===== src/rtl/vending_machine_gen_if.sv =====
// Coin/cancel inputs, dispense pulse and the change-nickel valid/ready port of the vending controller.
// The purchaser side drives coins and consumes change; the controller side owns credit and handshakes.
interface vending_machine_gen_if #(
    parameter int CREDIT_W = 5
);
    logic                io_nickel;
    logic                io_dime;
    logic                io_quarter;
    logic                io_cancel;
    logic                io_valid;
    logic                io_coin_reject;
    logic                io_change_valid;
    logic                io_change_ready;
    logic [CREDIT_W-1:0] io_credit;
    logic                io_busy;

    modport master (
        output io_nickel, io_dime, io_quarter, io_cancel, io_change_ready,
        input  io_valid, io_coin_reject, io_change_valid, io_credit, io_busy
    );

    modport slave (
        input  io_nickel, io_dime, io_quarter, io_cancel, io_change_ready,
        output io_valid, io_coin_reject, io_change_valid, io_credit, io_busy
    );
endinterface


===== src/rtl/vending_machine_gen.sv =====
// Vending controller: accumulates credit in nickels, dispenses at PRICE, then pays change
// one nickel per valid/ready handshake. Cancel in COLLECT refunds the whole credit the same way.
module vending_machine_gen #(
    parameter int PRICE    = 4,
    parameter int CREDIT_W = 5
) (
    input  logic                   clk,
    input  logic                   reset,
    vending_machine_gen_if.slave   bus
);
    typedef enum logic [1:0] {IDLE, COLLECT, VEND, CHANGE} state_t;

    localparam logic [CREDIT_W:0]   PRICE_EXT = (CREDIT_W+1)'(PRICE);
    localparam logic [CREDIT_W-1:0] PRICE_C   = CREDIT_W'(PRICE);
    localparam logic [CREDIT_W-1:0] ONE       = CREDIT_W'(1);

    state_t              state_reg, state_next;
    logic [CREDIT_W-1:0] credit_reg, credit_next;
    logic                valid_reg, change_valid_reg, busy_reg;
    logic [CREDIT_W:0]   coin_val;
    logic [CREDIT_W:0]   sum;
    logic                coin_any, coin_multi, accepting;

    // Only one coin value is taken per cycle; quarter wins over dime wins over nickel.
    always_comb begin
        coin_val = '0;
        if (bus.io_quarter)
            coin_val = (CREDIT_W+1)'(5);
        else if (bus.io_dime)
            coin_val = (CREDIT_W+1)'(2);
        else if (bus.io_nickel)
            coin_val = (CREDIT_W+1)'(1);
    end

    assign coin_any   = bus.io_nickel | bus.io_dime | bus.io_quarter;
    assign coin_multi = (bus.io_nickel & bus.io_dime) | (bus.io_nickel & bus.io_quarter) |
                        (bus.io_dime & bus.io_quarter);
    assign accepting  = (state_reg == IDLE) || (state_reg == COLLECT && !bus.io_cancel);
    assign sum        = {1'b0, credit_reg} + coin_val;

    // Held low during reset so no output toggles while the machine is being cleared.
    assign bus.io_coin_reject = reset & (accepting ? coin_multi : coin_any);

    always_comb begin
        state_next  = state_reg;
        credit_next = credit_reg;
        case (state_reg)
            IDLE, COLLECT: begin
                if (state_reg == COLLECT && bus.io_cancel) begin
                    state_next = CHANGE;
                end else if (coin_any) begin
                    credit_next = sum[CREDIT_W-1:0];
                    state_next  = (sum >= PRICE_EXT) ? VEND : COLLECT;
                end
            end
            VEND: begin
                credit_next = credit_reg - PRICE_C;
                state_next  = (credit_reg > PRICE_C) ? CHANGE : IDLE;
            end
            CHANGE: begin
                if (bus.io_change_ready) begin
                    credit_next = credit_reg - ONE;
                    if (credit_reg == ONE)
                        state_next = IDLE;
                end
            end
            default: begin
                state_next  = IDLE;
                credit_next = '0;
            end
        endcase
    end

    always_ff @(posedge clk or negedge reset) begin
        if (!reset) begin
            state_reg        <= IDLE;
            credit_reg       <= '0;
            valid_reg        <= 1'b0;
            change_valid_reg <= 1'b0;
            busy_reg         <= 1'b0;
        end else begin
            state_reg        <= state_next;
            credit_reg       <= credit_next;
            valid_reg        <= (state_next == VEND);
            change_valid_reg <= (state_next == CHANGE);
            busy_reg         <= (state_next == VEND) || (state_next == CHANGE);
        end
    end

    assign bus.io_valid        = valid_reg;
    assign bus.io_change_valid = change_valid_reg;
    assign bus.io_busy         = busy_reg;
    assign bus.io_credit       = credit_reg;
endmodule


===== src/flat_wrapper.sv =====
// flat-port wrapper written by rule: the top's interface ports become plain ports
module vending_machine_gen_flat 
#(
    parameter int PRICE    = 4,
    parameter int CREDIT_W = 5
)
  (clk, reset, bus_io_nickel, bus_io_dime, bus_io_quarter, bus_io_cancel, bus_io_change_ready, bus_io_valid, bus_io_coin_reject, bus_io_change_valid, bus_io_credit, bus_io_busy);
  vending_machine_gen_if #(.CREDIT_W(CREDIT_W)) bus_i ();
  input  logic clk;
  input  logic reset;
  input wire logic [$bits(bus_i.io_nickel)-1:0] bus_io_nickel;
  input wire logic [$bits(bus_i.io_dime)-1:0] bus_io_dime;
  input wire logic [$bits(bus_i.io_quarter)-1:0] bus_io_quarter;
  input wire logic [$bits(bus_i.io_cancel)-1:0] bus_io_cancel;
  input wire logic [$bits(bus_i.io_change_ready)-1:0] bus_io_change_ready;
  output wire logic [$bits(bus_i.io_valid)-1:0] bus_io_valid;
  output wire logic [$bits(bus_i.io_coin_reject)-1:0] bus_io_coin_reject;
  output wire logic [$bits(bus_i.io_change_valid)-1:0] bus_io_change_valid;
  output wire logic [$bits(bus_i.io_credit)-1:0] bus_io_credit;
  output wire logic [$bits(bus_i.io_busy)-1:0] bus_io_busy;
  assign bus_i.io_nickel = bus_io_nickel;
  assign bus_i.io_dime = bus_io_dime;
  assign bus_i.io_quarter = bus_io_quarter;
  assign bus_i.io_cancel = bus_io_cancel;
  assign bus_i.io_change_ready = bus_io_change_ready;
  assign bus_io_valid = bus_i.io_valid;
  assign bus_io_coin_reject = bus_i.io_coin_reject;
  assign bus_io_change_valid = bus_i.io_change_valid;
  assign bus_io_credit = bus_i.io_credit;
  assign bus_io_busy = bus_i.io_busy;
  vending_machine_gen #(.PRICE(PRICE), .CREDIT_W(CREDIT_W)) u_core (.clk(clk), .reset(reset), .bus(bus_i));
endmodule

===== config.mk =====
export PLATFORM = sky130hd
export DESIGN_NAME = vending_machine_gen_flat
export DESIGN_NICKNAME = d
export VERILOG_FILES = /design/src/rtl/vending_machine_gen_if.sv /design/src/rtl/vending_machine_gen.sv /design/src/flat_wrapper.sv
export SDC_FILE = /design/constraint.sdc
export NUM_CORES = 1
export LEC_CHECK = 0
export ABC_AREA = 1
export CAP_MARGIN = 0
export CORE_MARGIN = 1
export CORE_UTILIZATION = 30
export CTS_BUF_LIST = sky130_fd_sc_hd__clkbuf_4 sky130_fd_sc_hd__clkbuf_8
export DETAILED_ROUTE_END_ITERATION = 8
export PLACE_DENSITY_LB_ADDON = 0.3
export SLEW_MARGIN = 40
export SYNTH_ARGS = -nofsm -noshare
export SYNTH_HDL_FRONTEND = slang
export SYNTH_SLANG_ARGS = --single-unit

===== constraint.sdc =====
create_clock -name clk -period 1.6 [get_ports clk]
set_input_delay 0.24 -clock clk [delete_from_list [all_inputs] [get_ports clk]]
set_output_delay 0.24 -clock clk [all_outputs]
set_load 0.005 [all_outputs]

==> results.md <==
- Mapped cell area: 879.6 sq um
- Syn_nets: 140
- Number of global-route vias before repair: 1001
- Busiest grt layer: met2
- Final min period: 1.744 ns
- RePlAce Congestion: 0.8983
- Critical Path RT: 1.76 ns
- Status: finished with violations
- Root buf cell: clkbuf_4
- Critical Path AT: 1.90 ns
- Synth top area share: 28.45%
- Min-Delay Path Class: input pin to async pin
- FP Rows: 19
- Post-synth top area cell: dfrtp_1
- Proportion of synthesized chip area in sequential cells: between 20% and 30%
- M2 GR Usage: 29.76%
- Final setup TNS: -0.5415 ns
- Layout cells sized above 1: 44.05%
- Kind of critical path: register to register
- Slew Viols, Final: 0
- Clk_skew: around 0.0076 ns
- CP endpoint kind: register
- Post-synthesis cell type count: 24
- Met1 Track Usage GR: a little under a quarter
- Initial antenna violation count: 0
- Final ANT Viol Nets: 0
- Die height: ~56 um
- Core box area: between 2000 and 3000 sq um
- Via Count: 999
- Worst Tran Pin Value: 0.2634 ns
- Final net count: 187
- P&R area growth vs syn: 60.88%
- Area of the die: 3152 sq um
- Fmax: 0.5735 GHz
- Detailed Place HPWL: between 1500 and 2000 um
- CTS tree: yes
- Power Internal: between 0.0015 and 0.002 W
- First drt pass iteration count: 4
- Switching pwr: between 0.001 and 0.0015 W
- Syn Area/Cell: 7.151 sq um
- Setup violations, final: 5
- Gr usage total: 17.45%
- Slew HR: 82.35%
- Num ports: 16
- Synth top area cells: dfrtp_1 28%, ha_1 13%, nand2_1 11%
- Flop pwr share: 16.3%
- Worst-path clk slew: 0.07 ns
- First-pass GRT wire length: 4360 um
- Routed len/inst: 13.19 um
- Pwr Total: 0.002960 W
- Worst setup SP type: register
- Worst path slowest cell: fa_2
- Clk Latency, worst-skew pair: 0.27 ns
- Max-cap violation count: 0
- LEAKAGE: 0.7140 nW
- Place WS: -0.7961 ns
- DIE WIDTH: 56.15 um
- Port bufs: 15
- Gr ovfl total: 0
- Sw Share: 47.14%
- Failing checks: setup timing
- Synth Warn #: 0
- CP Cell Sequence: ha_2 -> inv_2 -> fa_2 -> inv_2 -> nand3_4 -> nand2_2 -> nand2_2 -> nand2_4 -> nand3_2 -> nand2_2 -> nand2_2 -> nand2_4 -> nor2_2
- Final worst slack: -0.1436 ns
- Largest net degree at the start of global routing: 11
- Met3 Use GR: 1.860%
- Synth Register Bits: 10
- Clock H-tree levels: 1
- Final Hold Vio Count: 0
- Peak supply drop: 0.001244 V
- Drt initial violations: 28
- RSZ-0062 raised after global routing: yes
- Slowest stage delay, CP: ~0.37 ns
- CTS Buf Count: 3
- Most used cell, CP: nand2_2
- Clock Sink Count: 10
- Tcrit/Tclk final: 109.0%
- Syn Inst Count: 123
- Combinational power share: slightly below 80%
- Initial Utilization: 31.90%
- Residual DRC count: 0
- Power share of the clock group: between 5 and 6%
- Antenna cell count: 0
- Max Root-Sink Buffers: 2
- Vias per cell: 5.020
- Cell Pwr Density: approximately 2100 nW/um^2
- Max FFs per register: 5
- Detailed Route WL: 2624 um
- CP max FO: 3
==> power groups by stage <==
stage,Combinational (W),Clock [W],Sequential [W]
4_1_cts,0.00200,0.000183,0.000468
2_1_floorplan,0.000997,0,0.000501
3_3_place_gp,0.00176,0,0.000464
5_1_grt,0.00255,0.000203,0.000496
6_report,0.00230,0.000176,0.000482
3_5_place_dp,0.00178,0,0.000472
==> cells in the final DEF, fill, tap and decap left out, drive strengths merged <==
| cell | count |
|---|---|
| inv | 24 |
| fa | 1 |
| o22ai | 1 |
| a31oi | 1 |
| a21oi | 1 |
| nand3 | 14 |
| o21ai | 14 |
| xor2 | 1 |
| dfrtp | 10 |
| nor2 | 12 |
| nand4 | 1 |
| dlymetal6s2s | 2 |
| o2111ai | 1 |
| dlygate4sd2 | 1 |
| ha | 9 |
| nor3 | 2 |
| a41oi | 1 |
| clkdlybuf4s50 | 9 |
| clkbuf | 3 |
| nand2 | 29 |
| buf | 31 |
==> repair_timing <==
item                                    CTS  global route
gates resized for setup                  31            26
endpoints found under the setup margin    9            10
pin swaps                                13            14
buffers inserted                          7             2
hold buffers                              0             0
==> path summary, 6_finish.rpt <==
| path | cells after the start | slack [ns] | to | startpoint |
|---|---|---|---|---|
| worst min-delay path | 2 | 0.32 | u_core.state_reg[0]$_DFF_PN0_ | reset |
| min in group clk | 7 | 0.55 | u_core.state_reg[0]$_DFF_PN0_ | bus_io_dime |
| worst max-delay path | 13 | -0.14 | u_core.bus.io_valid$_DFF_PN0_ | u_core.bus.io_credit[0]$_DFFE_PN0P_ |
| max in group asynchronous | 2 | 1.13 | u_core.bus.io_credit[3]$_DFFE_PN0P_ | reset |
| worst max register to register | 13 | -0.14 | u_core.bus.io_valid$_DFF_PN0_ | u_core.bus.io_credit[0]$_DFFE_PN0P_ |
| worst min register to register | 4 | 0.68 | u_core.bus.io_change_valid$_DFF_PN0_ | u_core.state_reg[0]$_DFF_PN0_ |
==> synth_stat cells <==
master	number
o22ai_1	1
nor2_1	8
o2111ai_1	1
o21ai_0	12
nand4_1	1
nor2_4	2
a41oi_1	1
inv_4	1
o21ai_2	1
a31oi_1	1
nor3_1	1
dfrtp_1	10
xor2_1	1
nand2_1	25
nand2_2	4
fa_1	1
ha_1	9
a21oi_1	1
buf_6	1
nand3_1	14
inv_1	23
nor2_2	2
o21ai_1	1
nor3_2	1
==> metrics by stage <==
stage | cell area, sq um | hold WS [ns] | utilization, % | std cells
finish | 1415 | 0.3156 | 51.32 | 199
global route | 1415 | 0.3221 | 51.32 | 199
CTS | 1305 | 0.3226 | 47.32 | 197
detailed placement | 1215 | 0.6118 | 44.06 | 188
global placement | 1215 | 0.6160 | 44.06 | 188
floorplan | 887.1 | -0.05559 | - | 123
==> routing by layer <==
| layer | share of wire (%) | routed length (um) |
|---|---|---|
| met5 | 0 | 0 |
| met4 | 0.65 | 17 |
| met3 | 3.8 | 101 |
| met2 | 53 | 1380 |
| met1 | 43 | 1124 |
==> cells by family after synthesis <==
| kind of cell | after synthesis | synth area share, % |
|---|---|---|
| flops | 10 | 28.45 |
| xor+xnor | 1 | 0.9959 |
| compound gates | 19 | 12.38 |
| simple gates | 58 | 31.29 |
| fa+ha+maj | 10 | 15.08 |
| buf+inv | 25 | 11.81 |
==> worst max-delay path: cells and delay by family (launching register included) <==
kind | cells | cell delay [ns]
simple gates | 9 | 0.58
fa+ha+maj | 2 | 0.56
flops | 1 | 0.35
buf+inv | 2 | 0.13
==> cell type report <==
cell class              instances  area, sq um
multi-input cells              88        645.6
well taps                      31        38.79
fillers                       268         1343
inverters                      24        97.59
clock buffers                   3        22.52
repair buffers                 43        360.3
flip-flops and latches         10        250.2
Note: power is estimated with default switching activity, not from simulation.
